File: src/rtl/sat_accum_pkg.sv
// Shared definitions for the saturating accumulator: FSM state encoding and
// the beat-counter width helper.
package sat_accum_pkg;

  // One-hot is not needed here; a compact binary encoding is sufficient.
  typedef enum logic [1:0] {
    ST_IDLE  = 2'd0,
    ST_ACCUM = 2'd1,
    ST_DONE  = 2'd2
  } state_t;

  // Counter must be able to hold the value COUNT_N itself.
  function automatic int unsigned cnt_width(input int unsigned count_n);
    return $clog2(count_n + 1);
  endfunction

endpackage

File: src/rtl/sat_add.sv
// sat_add: combinational (ACC_W+1)-bit add of an accumulator and a sample,
// clamped to the representable range of ACC_W bits.
// Ports:
//   a    in  ACC_W   current accumulator value
//   b    in  DATA_W  input sample
//   sum  out ACC_W   clamped result
//   sat  out 1       clamping took place
// Build option: SAT_ACCUM_SIGNED_EN selects two's complement operands with
// clamping at both bounds; otherwise operands are unsigned and only the
// upper bound clamps.
module sat_add #(
  parameter int unsigned DATA_W = 4,
  parameter int unsigned ACC_W  = 8
) (
  input  logic [ACC_W-1:0]  a,
  input  logic [DATA_W-1:0] b,
  output logic [ACC_W-1:0]  sum,
  output logic              sat
);

  localparam int unsigned EXT_W = ACC_W + 1;

  logic [EXT_W-1:0] a_ext;
  logic [EXT_W-1:0] b_ext;
  logic [EXT_W-1:0] sum_ext;

`ifdef SAT_ACCUM_SIGNED_EN
  // Sign-extend both operands; the extra bit catches overflow in either direction.
  always_comb begin
    a_ext   = {a[ACC_W-1], a};
    b_ext   = {{(EXT_W-DATA_W){b[DATA_W-1]}}, b};
    sum_ext = a_ext + b_ext;
    sat     = sum_ext[ACC_W] ^ sum_ext[ACC_W-1];
    sum     = sum_ext[ACC_W-1:0];
    if (sat) begin
      // Sign of the wide result tells which bound was crossed.
      sum = sum_ext[ACC_W] ? {1'b1, {(ACC_W-1){1'b0}}}
                           : {1'b0, {(ACC_W-1){1'b1}}};
    end
  end
`else
  // Zero-extend; a carry into the extra bit means the upper bound was crossed.
  always_comb begin
    a_ext   = {1'b0, a};
    b_ext   = {{(EXT_W-DATA_W){1'b0}}, b};
    sum_ext = a_ext + b_ext;
    sat     = sum_ext[ACC_W];
    sum     = sat ? {ACC_W{1'b1}} : sum_ext[ACC_W-1:0];
  end
`endif

endmodule

File: src/rtl/sat_accum_fsm.sv
// sat_accum_fsm: on a start pulse, sums exactly COUNT_N accepted input beats
// with saturation, then presents the sum and a sticky overflow flag until the
// consumer takes it.
// Ports:
//   clk, rst   clock (rising edge), asynchronous active-high reset
//   start      begin a run (only honoured in IDLE)
//   in_valid / in_ready / in_data    input beat handshake (ready only in ACCUM)
//   out_valid / out_ready / out_sum / out_ovf   result handshake (valid only in DONE)
//   busy       high whenever the FSM is not in IDLE
// Build option: SAT_ACCUM_SIGNED_EN (handled in sat_add) switches to
// two's complement arithmetic.
module sat_accum_fsm
  import sat_accum_pkg::*;
#(
  parameter int unsigned DATA_W  = 4,
  parameter int unsigned ACC_W   = 8,
  parameter int unsigned COUNT_N = 4
) (
  input  logic              clk,
  input  logic              rst,
  input  logic              start,
  input  logic              in_valid,
  output logic              in_ready,
  input  logic [DATA_W-1:0] in_data,
  output logic              out_valid,
  input  logic              out_ready,
  output logic [ACC_W-1:0]  out_sum,
  output logic              out_ovf,
  output logic              busy
);

  localparam int unsigned       CNT_W    = cnt_width(COUNT_N);
  localparam logic [CNT_W-1:0]  CNT_LAST = CNT_W'(COUNT_N - 1);

  state_t             state;
  logic [ACC_W-1:0]   acc;
  logic [CNT_W-1:0]   cnt;
  logic               ovf;
  logic [ACC_W-1:0]   add_sum;
  logic               add_sat;
  logic               accept;

  assign accept = in_valid && in_ready;

  sat_add #(
    .DATA_W (DATA_W),
    .ACC_W  (ACC_W)
  ) u_sat_add (
    .a   (acc),
    .b   (in_data),
    .sum (add_sum),
    .sat (add_sat)
  );

  // FSM, datapath and registered handshake outputs.
  always_ff @(posedge clk or posedge rst) begin
    if (rst) begin
      state     <= ST_IDLE;
      acc       <= '0;
      cnt       <= '0;
      ovf       <= 1'b0;
      in_ready  <= 1'b0;
      out_valid <= 1'b0;
      out_sum   <= '0;
      out_ovf   <= 1'b0;
      busy      <= 1'b0;
    end else begin
      case (state)
        ST_IDLE: begin
          if (start) begin
            state    <= ST_ACCUM;
            acc      <= '0;
            cnt      <= '0;
            ovf      <= 1'b0;
            out_sum  <= '0;
            out_ovf  <= 1'b0;
            in_ready <= 1'b1;
            busy     <= 1'b1;
          end
        end
        ST_ACCUM: begin
          if (accept) begin
            acc <= add_sum;
            ovf <= ovf | add_sat;
            cnt <= cnt + CNT_W'(1);
            // Result is captured on the final beat so it is stable throughout DONE.
            if (cnt == CNT_LAST) begin
              state     <= ST_DONE;
              in_ready  <= 1'b0;
              out_valid <= 1'b1;
              out_sum   <= add_sum;
              out_ovf   <= ovf | add_sat;
            end
          end
        end
        ST_DONE: begin
          if (out_ready) begin
            state     <= ST_IDLE;
            out_valid <= 1'b0;
            busy      <= 1'b0;
          end
        end
        default: begin
          state     <= ST_IDLE;
          in_ready  <= 1'b0;
          out_valid <= 1'b0;
          busy      <= 1'b0;
        end
      endcase
    end
  end

endmodule

File: config.mk
export PLATFORM = sky130hd
export DESIGN_NAME = sat_accum_fsm
export DESIGN_NICKNAME = d
export VERILOG_FILES = /design/src/rtl/sat_accum_pkg.sv /design/src/rtl/sat_add.sv /design/src/rtl/sat_accum_fsm.sv
export SDC_FILE = /design/constraint.sdc
export NUM_CORES = 1
export LEC_CHECK = 0
export CORE_UTILIZATION = 55
export DETAILED_ROUTE_END_ITERATION = 12
export HOLD_SLACK_MARGIN = 0.05
export PLACE_DENSITY = 0.83
export SLEW_MARGIN = 20
export SYNTH_ARGS = -nofsm -noshare
export SYNTH_HDL_FRONTEND = slang
export SYNTH_SLANG_ARGS = --single-unit
File: constraint.sdc
create_clock -name clk -period 5.06 [get_ports clk]
set_input_delay 1.012 -clock clk [delete_from_list [all_inputs] [get_ports clk]]
set_output_delay 1.012 -clock clk [all_outputs]
set_load 0.02 [all_outputs]
Word level (Yosys, flattened, before mapping)
Cells that the tools add are included.

cells by class
  $add $sub $neg = 2
  equal/unequal tests = 7
  multiplexer cells = 30
  bitwise operators = 4
  reduce and logical (&&, ||, !) cells = 9

operators with widths
  kind                                                                    number
  8-bit two-way mux                                                       5
  8-bit one-hot mux with 2 select lines                                   2
  4-bit AND reduction                                                     4
  1-bit two-way mux                                                       10
  8-bit by 4-bit adder with 9-bit output                                  1
  1-bit one-hot mux with 3 select lines                                   3
  2-bit two-way mux                                                       4
  2-bit != test (second input constant)                                   4
  3-bit two-way mux                                                       2
  2-bit one-hot mux with 3 select lines                                   1
  3-bit one-hot mux with 2 select lines                                   1
  3-bit AND reduction                                                     2
  1-bit one-hot mux with 2 select lines                                   2
  3-bit by 1-bit adder with 3-bit output (second input constant)          1
  3-bit by 2-bit equality test with 1-bit output (second input constant)  1
  1-bit NOT                                                               3
  2-bit by 1-bit equality test with 1-bit output (second input constant)  1
  2-bit equality test (second input constant)                             1
  2-bit zero test                                                         1
  2-bit nonzero test                                                      1
  1-bit logical AND                                                       1
  1-bit OR                                                                1

word-level totals
  bits in registers = 26
  input bits = 9
  logic and storage cells = 61

Depth between registers and ports, before layout
  word-level depth = 5
  gate-level depth with buffers = 8

Modules after synthesis
Synthesis repeated with hierarchy kept, for this count alone.

second synthesis, totals
  cell total of the unflattened synthesis = 118
  area, all modules = 1,328.8 um^2

modules (own cells, without submodules)
  module         instances  cells an instance  area each (um^2)
  sat_accum_fsm  1          83                 1,064.8
  sat_add        1          35                 264.0

Least setup slack after synthesis
No wires, ideal clock.

  path type = in2reg
  from = in in_data[0]
  to = reg out_sum[4]
  library setup time = 0.092 ns
  arrival time = 2.494 ns
  data required time = 4.968 ns
  path slack = 2.474 ns
  stages = 7
  cell sequence = ha_1 -> fa_1 -> a21o_1 -> a21oi_4 -> a31oi_1 -> mux2_4 -> o31ai_2

between the ends
  longest elaborated chain between the ends = 5

ends and longest elaborated chain
  what                                    line                 RTL
  start, declared                         sat_accum_fsm.sv:24  input logic [DATA_W-1:0] in_data,
  8-bit by 4-bit adder with 9-bit output  sat_add.sv:46        sum_ext = a_ext + b_ext;
  8-bit two-way mux                       sat_add.sv:48        sum = sat ? {ACC_W{1'b1}} : sum_ext[ACC_W-1:0];
  8-bit two-way mux                       sat_accum_fsm.sv:87  if (cnt == CNT_LAST) begin
  8-bit two-way mux                       sat_accum_fsm.sv:82  if (accept) begin
  8-bit one-hot mux with 2 select lines   sat_accum_fsm.sv:68  case (state)
  end signal, assigned                    sat_accum_fsm.sv:91  out_sum <= add_sum;
  end, declared                           sat_accum_fsm.sv:27  output logic [ACC_W-1:0] out_sum,

Every way passes these cells. The select of a mux whose other input is x is not followed.
A chain may end at the register's enable or synchronous reset.

Final worst setup path
  from = in in_data[0]
  to = reg acc[4]

between the ends
  longest elaborated chain between the ends = 4

ends and longest elaborated chain
  what                                    line                 RTL
  8-bit by 4-bit adder with 9-bit output  sat_add.sv:46
  8-bit two-way mux                       sat_add.sv:48
  8-bit two-way mux                       sat_accum_fsm.sv:82
  8-bit one-hot mux with 2 select lines   sat_accum_fsm.sv:68
  end signal, assigned                    sat_accum_fsm.sv:83  acc <= add_sum;
  end, declared                           sat_accum_fsm.sv:36  logic [ACC_W-1:0] acc;

Every way passes these cells. The select of a mux whose other input is x is not followed.

==> flow_summary_export.csv <==
group,metric,value,unit
run_status,outcome,"finished clean",
die,start_util,0.6046,
synth,syn_area_per_cell,9.645,um^2
final_layout,instances_no_fill,189,
synth,yosysTopAreaCell,"dfrtp_1",
final_layout,nNetsFinal,179,
grt,grt_antenna_before_repair,0,
timing,rsz0062_at_grt,"no",
synth,synth_top_area_share,0.4685,
final_layout,synthToLayoutAreaGrowth,15.13,%
clock_network,ctsResizeCount,0,
drt,drcViolationCount,0,
timing,fin_crit,2.822,ns
timing,hold_ws,0.4913,ns
timing,skew,0.004472,ns
synth,ys_seq_area_frac,0.4685,
clock_network,clock_path_buffers,2,
critical_path,criticalPathCategory,"input port to register",
timing,fin_tns_setup,0,ns
drt,routed_wl,2.716,mm
place,place_congestion,0.8408,
synth,synth_xor_xnor_area_share,0.01261,
drt,drtIter0Drc,25,
clock_network,clk_latency,0.32,ns
synth,synth_area,1389,um^2
place,port_buffers,20,
critical_path,crit_arrival,3.05,ns
die,dieHeight,52.25,um
die,core_area,2297,um^2
synth,ys_ff_latch,26,
final_layout,antenna_cells,0,
grt,grt_pass1_wl,4.485,mm
timing,final-setup-viol-count,0,
die,dieArea,2730,um^2
synth,synth_top_family_by_area,"compound AO/OA/AOI/OAI gates",
clock_network,cts_tree,"done",
timing,max_freq,354.4,MHz
clock_network,clock-sinks,26,
grt,grt_pass1_vias,1016,
worst_hold_path,whs_endpoint,"cnt[1]",
die,ioPinCount,21,
synth,synth_cell_types,39,
die,rows,17,
grt,grt-ovfl-total,0,
critical_path,r2r-end,"acc[4]",
critical_path,r2r_start,"acc[0]",
timing,relSlewSlack,0.3659,
critical_path,crit_required,5.29,ns
synth,synth_common_cells,"dfrtp_1 (26), nand2_1 (26), nor2_1 (14)",
critical_path,end_kind,"register",
drt,drt_first_pass_iters,4,
die,fp.dieW,52.25,um
place,dp.cells,186,
synth,synth_area_leaders,"dfrtp_1 (47%), nand2_1 (7.0%), ha_1 (5.4%), o21ai_0 (4.3%), nor2_1 (3.8%)",
timing,post-route-period-util,0.5577,
synth,synth_fp_nets,160,
critical_path,reg2regPathDepth,7,
synth,synthAdderAreaFrac,0.06847,
drt,routedWlPerCell,14.37,um
drt,antenna_left,0,
clock_network,numCtsBuffers,3,
clock_network,clkTransAtPathRegs,0.14,ns
synth,ys.flop_type,"dfrtp_1",
power_and_ir_drop,power_density,561.1,nW/um^2
worst_hold_path,min_from,"cnt[1]",
timing,maxSlewViolCount,0,
synth,yosys-mux-area-fraction,0.01081,
power_and_ir_drop,p_leak,0.7116,nW
synth,synth_edf_count,0,
clock_network,clockRootBuffer,"clkbuf_4",
grt,track_usage,0.2274,
timing,worstMarginPinSlew,0.9491,ns
run,maxCapViolCount,0,
place,hpwlAfterDp,1.987,mm
clock_network,cts_setup_buffers,0,
clock_network,htree_levels,1,
critical_path,crit_path_start_kind,"input port",
critical_path,crit_fanout,6,
worst_hold_path,hold_class,"register to register",
synth,ys_async_sr_fraction,1.000,
drt,num_vias,1105,
synth,synth-simple-area-share,0.1928,
synth,ys.warnings.count,0,
critical_path,r2r_slack,2.95,ns
drt,vias_per_cell,5.847,
grt,grt_max_degree,27,
synth,synthCells,144,
timing,hold_violations,0,
synth,synth-compound-area-share,0.2018,
worst_hold_path,holdPathStages,2,
final_layout,drive_gt1_frac,0.07453,
clock_network,ctsHoldBuffers,0,
power_and_ir_drop,ir_drop,0.4080,mV
-- logic make-up after synthesis --
family          count (synthesis)
compound gates                 43
buf+inv                        10
simple gates                   55
mux                             1
flops                          26
xor+xnor                        2
fa+ha+maj                       7
-- stage by stage --
step	worst slack [ns]	power, mW	utilization	instance area (um^2)
final	2.238	0.8972	0.6961	1599
after global routing	2.180	0.9668	0.6961	1599
after CTS	2.229	0.8982	0.6961	1599
after detailed placement	1.887	0.8140	0.6863	1577
after global placement	1.998	0.7936	0.6863	1577
after floorplan	2.474	0.6938	-	1389
-- layout make-up --
class	instances	area (um^2)
clock buffers	3	22.52
multi-input cells	108	675.6
repair buffers	20	200.2
inverters	4	15.01
well taps	28	35.03
flip-flops and latches	26	650.6
fillers	190	698.2
-- critical path: stages --
cell and delay (ns):
clkdlybuf4s50_1 0.40, ha_1 0.23, fa_1 0.41, a21o_1 0.21, a21oi_4 0.21, a31oi_1 0.06, mux2_4 0.28, o31ai_1 0.23
-- state kept, by name, indices dropped and copies added, names as in the netlist --
register / count
acc: 8
busy: 1
cnt: 3
in_ready: 1
out_ovf: 1
out_sum: 8
out_valid: 1
ovf: 1
state: 2
-- placed cells by master (no fill, tap or decap), types with 2 or more instances in the layout --
master	n
a31oi_1	3
dfrtp_1	26
o21ai_1	2
inv_1	3
nand3b_1	2
clkbuf_4	3
nor3_1	2
o31ai_1	3
nand2b_4	2
a21o_1	2
o21ai_0	12
o21bai_1	3
a21oi_1	9
nor2b_1	2
nor2_1	14
nand2_1	26
clkdlybuf4s50_1	20
ha_1	6
-- power by group --
part           total (mW)  switching [mW]  internal, mW
Sequential          0.351          0.0717         0.279
Clock              0.0877          0.0598        0.0279
Combinational       0.459           0.261         0.197
Total               0.897           0.393         0.504
-- metal layers --
| layer | vias to the layer above | share of wire | track usage |
|---|---|---|---|
| met5 | - | 0 | 0 |
| met4 | 0 | 0.013 | 0.07456 |
| met3 | 6 | 0.029 | 0.03478 |
| met2 | 23 | 0.51 | 0.3910 |
| met1 | 539 | 0.45 | 0.2919 |
| li1 | 537 | - | - |
-- worst max-delay path by stage --
stage,from,endpoint,slack [ns],cells after the start
after floorplan,in_data[0],out_sum[4],2.47,7
after detailed placement,in_data[0],acc[4],1.89,8
after global routing,in_data[0],acc[5],2.18,8
after CTS,in_data[0],acc[4],2.23,8
after global placement,in_data[0],acc[5],2.00,8
final,in_data[0],acc[4],2.24,8
Power figures use the tool's default switching activity.
==> patch 1, RTL diff (config.mk and constraints unchanged) <==
`DATA_W` is set to 4 in 2 places; all go to 3.
--- a/src/rtl/sat_add.sv
+++ b/src/rtl/sat_add.sv
@@ -9,7 +9,7 @@
 // clamping at both bounds; otherwise operands are unsigned and only the
 // upper bound clamps.
 module sat_add #(
-  parameter int unsigned DATA_W = 4,
+  parameter int unsigned DATA_W = 3,
   parameter int unsigned ACC_W  = 8
 ) (
   input  logic [ACC_W-1:0]  a,
--- a/src/rtl/sat_accum_fsm.sv
+++ b/src/rtl/sat_accum_fsm.sv
@@ -12,7 +12,7 @@
 module sat_accum_fsm
   import sat_accum_pkg::*;
 #(
-  parameter int unsigned DATA_W  = 4,
+  parameter int unsigned DATA_W  = 3,
   parameter int unsigned ACC_W   = 8,
   parameter int unsigned COUNT_N = 4
 ) (
Ports: changed (resized in_data); port bits go from 21 to 20. The function was not compared with the original's and may differ.
==> patch 1 against the unedited design <==
  * Clock power up 63%
  * Total power decreased by 0.51%
  * Combinational power decreased by 14%
  * Sequential cell count is the same
  * Synthesized area is 0.63% lower
  * Hold slack improved by 6.5 ps
  * First-iteration DRC count increased by 8.0%
  * Final area grew 1.1%
  * Routed wire length grew 4.1%
  * Die area is 0.61% lower
  * Count of clock-buffer cells in the layout stayed put
  * Setup slack better by 150 ps
  * Global-route usage up 2.9 points
  * Critical endpoint is now out_sum[2]$_DFFE_PP0P_
  * Largest power group unchanged
==> patch 1: results (changes against the unedited design) <==
{
  "post-place-ws": {"value": 2050, "unit": "ps", "change": "was 1890 ps"},
  "track_usage": {"value": 0.257, "change": "was 0.227"},
  "syn_avg_cell_area": {"value": 9.45, "unit": "um^2", "change": "was 9.64 um^2"},
  "grt_pass1_vias": {"value": 1107, "change": "was 1,016"},
  "p_int": {"value": 0.526, "unit": "mW", "change": "was 0.504 mW"},
  "drt_iter0_markers": {"value": 27, "change": "was 25"},
  "ir_worst_vdd": {"value": 314, "unit": "uV", "change": "was 408 uV"},
  "synth.net_count": {"value": 160, "change": "unchanged"},
  "place_area": {"value": 1560, "unit": "um^2", "change": "was 1580 um^2"},
  "vias_per_cell": {"value": 5.86, "change": "was 5.85"},
  "leakage_power": {"value": 0.704, "unit": "nW", "change": "was 0.712 nW"},
  "synth_top_cells_by_count": {"value": "dfrtp_1, nand2_1, nor2_1", "change": "unchanged"},
  "grt_first_pass_wirelength": {"value": 4.99, "unit": "mm", "change": "was 4.49 mm"},
  "biggestRegsByFlops": {"value": "acc (8), out_sum (8), cnt (3)", "change": "unchanged"},
  "place.detailed.instances": {"value": 187, "change": "was 186"},
  "worst_path_max_fanout": {"value": 8, "change": "was 6"},
  "synth_sequential_area_ratio": {"value": 0.471, "change": "was 0.468"},
  "port_buffers": {"value": 19, "change": "was 20"},
  "critPathArrivalTime": {"value": 2890, "unit": "ps", "change": "was 3050 ps"},
  "drive_above_1_share": {"value": 0.104, "change": "was 0.0745"},
  "ys_top_cells_by_area": {"value": "dfrtp_1, nand2_1, ha_1", "change": "unchanged"},
  "comb-power": {"value": 0.395, "unit": "mW", "change": "was 0.459 mW"},
  "nFillCells": {"value": 182, "change": "was 190"},
  "ys_types": {"value": 41, "change": "was 39"},
  "timing.max_slew.rel_slack": {"value": 0.387, "change": "was 0.366"},
  "synth-warning-count": {"value": 0, "change": "unchanged"},
  "power.density_cell_area": {"value": 552, "unit": "nW/um^2", "change": "was 561 nW/um^2"},
  "critPathMaxStageDelay": {"value": 430, "unit": "ps", "change": "was 410 ps"},
  "clock_skew": {"value": 14.2, "unit": "ps", "change": "was 4.47 ps"},
  "place.gp.congestion": {"value": 0.874, "change": "was 0.841"},
  "avgRoutedWirePerCell": {"value": 14.8, "unit": "um", "change": "was 14.4 um"},
  "layout.cells.non_filler": {"value": 191, "change": "was 189"},
  "power.sequential.fraction": {"value": 0.397, "change": "was 0.391"},
  "dp_hpwl": {"value": 2.07, "unit": "mm", "change": "was 1.99 mm"},
  "outcome": {"value": "completed", "change": "unchanged"},
  "design.final.nets": {"value": 178, "change": "was 179"}
}
patch 1: logic make-up after synthesis:
kind of cell | after synthesis | synth area share
AO/OA/AOI/OAI | 45 | 0.202
XOR/XNOR | 3 | 0.0190
adder cells (fa/ha/maj) | 6 | 0.0598
buffers and inverters | 10 | 0.0408
flip-flops | 26 | 0.471
AND/OR/NAND/NOR | 56 | 0.207
patch 1: metal layers:
metal / GRT usage / vias to the layer above / routed length (um)
met5: 0 / - / 0
met4: 0.117 / 0 / 26
met3: 0.0263 / 3 / 100
met2: 0.423 / 25 / 1420
met1: 0.338 / 543 / 1280
li1: - / 549 / -
patch 1: worst paths after layout:
check / slack [ps] / start / cells after the start / end
max: 2390 / in_data[0] / 7 / out_sum[2]$_DFFE_PP0P_
min: 500 / cnt[1]$_DFFE_PP0P_ / 2 / cnt[1]$_DFFE_PP0P_
max reg2reg: 3080 / acc[0]$_DFFE_PP0P_ / 6 / out_sum[2]$_DFFE_PP0P_
min reg2reg: 500 / cnt[1]$_DFFE_PP0P_ / 2 / cnt[1]$_DFFE_PP0P_
max in group asynchronous: 3570 / rst / 2 / ovf$_DFFE_PP0P_
min in group asynchronous: 1050 / rst / 2 / cnt[2]$_DFFE_PP0P_
patch 1: cell type report:
cell class / instances / area, um^2 / share of cell area
Sequential cell: 26 / 651 / 0.402
Clock buffer: 3 / 22.5 / 0.0139
Clock inverter: 1 / 30.0 / 0.0186
Tap cell: 28 / 35.0 / 0.0217
Multi-Input combinational cell: 110 / 673 / 0.416
Inverter: 4 / 15.0 / 0.00929
Timing Repair Buffer: 19 / 190 / 0.118
patch 1: worst max-delay path: cells and delay by family:
kind | cells | cell delay [ps]
compound gates | 3 | 650
simple gates | 1 | 160
fa+ha+maj | 2 | 660
buf+inv | 1 | 410
==> patch 2, RTL diff (same flow settings) <==
Made on the original files. Re-encode `state_t` (3 states) as one-hot, 3 bits wide. Comments in the files are not updated.
--- a/src/rtl/sat_accum_pkg.sv
+++ b/src/rtl/sat_accum_pkg.sv
@@ -3,10 +3,10 @@
 package sat_accum_pkg;
 
   // One-hot is not needed here; a compact binary encoding is sufficient.
-  typedef enum logic [1:0] {
-    ST_IDLE  = 2'd0,
-    ST_ACCUM = 2'd1,
-    ST_DONE  = 2'd2
+  typedef enum logic [2:0] {
+    ST_IDLE  = 3'b001,
+    ST_ACCUM = 3'b010,
+    ST_DONE  = 3'b100
   } state_t;
 
   // Counter must be able to hold the value COUNT_N itself.
Check against the original RTL: no difference found for any inputs over 10 cycles, from zero or initial values and one cycle with rst high; not proved beyond that.
==> patch 2 against the unedited design <==
  * Sequential cell count rose by 1
  * Non-clock buffer count did not move
  * Synthesized area rose by 3.7%
  * Count of clock-buffer cells in the layout grew 1
  * Routed wire length grew 6.9%
  * Setup slack gained 77 ps
  * Register-to-register slack better by 70 ps
  * Final area rose by 5.4%
  * Largest cell class unchanged
  * Critical endpoint is now out_sum[4]$_DFFE_PP0P_
Power is not compared: it rests on default switching activity, and its combinational part moved more than twofold at a synthesized area within 25%.
==> patch 2: results (changes against the unedited design) <==
{
  "outcome": {"value": "completed", "change": "unchanged"},
  "synth_top_cells_by_count": {"value": "dfrtp_1, nand2_1, o21ai_0", "change": "was dfrtp_1, nand2_1, nor2_1"},
  "holdPathEnd": {"value": "out_sum[6]$_DFFE_PP0P_", "change": "was cnt[1]$_DFFE_PP0P_"},
  "holdCritStartpoint": {"value": "out_sum[6]$_DFFE_PP0P_", "change": "was cnt[1]$_DFFE_PP0P_"},
  "grtUsageMet1": {"value": 0.298, "change": "was 0.292"},
  "worst_path_dominant_cell_family": {"value": "adder cells", "change": "was compound AO/OA/AOI/OAI gates"},
  "drive_above_1_share": {"value": 0.0943, "change": "was 0.0745"},
  "worst_path_max_fanout": {"value": 4, "change": "was 6"},
  "design.final.nets": {"value": 176, "change": "was 179"},
  "ys_top_cells_by_area": {"value": "dfrtp_1, ha_1, nand2_1", "change": "was dfrtp_1, nand2_1, ha_1"},
  "biggestRegsByFlops": {"value": "acc (8), out_sum (8)", "change": "was acc (8), out_sum (8), cnt (3)"},
  "route.vias.total": {"value": 1149, "change": "was 1,105"},
  "drt_iter0_markers": {"value": 46, "change": "was 25"},
  "hold_depth": {"value": 1, "change": "was 2"},
  "routed_wire_length": {"value": 2.90, "unit": "mm", "change": "was 2.72 mm"},
  "clock_skew": {"value": 0.825, "unit": "ps", "change": "was 4.47 ps"},
  "worst-r2r-cell-count": {"value": 6, "change": "was 7"},
  "groute.layer.met2.usage": {"value": 0.424, "change": "was 0.391"},
  "dp_hpwl": {"value": 2.17, "unit": "mm", "change": "was 1.99 mm"},
  "reg2reg_setup_slack": {"value": 3020, "unit": "ps", "change": "was 2950 ps"},
  "place.gp.congestion": {"value": 0.866, "change": "was 0.841"},
  "critical_path.endpoint": {"value": "out_sum[4]$_DFFE_PP0P_", "change": "was acc[4]$_DFFE_PP0P_"},
  "nFillCells": {"value": 200, "change": "was 190"},
  "timing.max_slew.rel_slack": {"value": 0.368, "change": "was 0.366"},
  "synth_sequential_area_ratio": {"value": 0.470, "change": "was 0.468"},
  "async_reset_ff_frac": {"value": 1.00, "change": "unchanged"},
  "cts_setup_buffers": {"value": 0, "change": "unchanged"},
  "synth.net_count": {"value": 155, "change": "was 160"},
  "critPathArrivalTime": {"value": 2980, "unit": "ps", "change": "was 3050 ps"}
}
-- patch 2: changes by cell type in the layout (fill, tap and decap cells not counted), moves of 3 or more --
| cell | change |
|---|---|
| nand2_1 | -9 |
| o2bb2ai_1 | +7 |
| nor2_1 | -6 |
| a21oi_1 | -4 |
| a22o_1 | +3 |
| nand3_1 | +3 |
-- patch 2: per-stage QoR --
step / cell area, um^2 / utilization / hold WS [ps] / instances / setup WS [ps]
4_1_cts: 1690 / 0.680 / 510 / 189 / 2360
6_report: 1690 / 0.680 / 503 / 189 / 2310
5_1_grt: 1690 / 0.680 / 523 / 189 / 2270
3_3_place_gp: 1660 / 0.670 / 469 / 185 / 2070
3_5_place_dp: 1660 / 0.670 / 473 / 185 / 2000
2_1_floorplan: 1440 / - / 450 / 139 / 2550
-- patch 2: metal layers --
metal  share of wire  up-vias
li1                -      561
met1            0.44      551
met2            0.51       33
met3           0.036        4
met4           0.011        0
met5               0        -
-- patch 2: power by group through the flow --
stage               combinational (mW)  sequential [mW]  clock (mW)
floorplan                        0.141            0.283           0
global placement                 0.197            0.277           0
detailed placement               0.206            0.279           0
CTS                              0.207            0.275      0.0974
global route                     0.232            0.280       0.103
finish                           0.207            0.275      0.0916
-- patch 2: kinds of logic (layout without fill, tap and decap cells) --
group           Yosys count  in the layout  share of synthesized area
flops                    27             27                      0.470
fa+ha+maj                 7              7                     0.0660
compound gates           49             49                      0.258
mux                       2              2                     0.0148
xor+xnor                  1              1                    0.00608
simple gates             45             45                      0.162
buf+inv                   8             28                     0.0234
-- patch 2: area by class of cell --
type / instances / share of cell area
Multi-Input combinational cell: 104 / 0.433
Sequential cell: 27 / 0.402
Timing Repair Buffer: 20 / 0.119
Tap cell: 30 / 0.0223
Clock buffer: 4 / 0.0156
Inverter: 4 / 0.00891
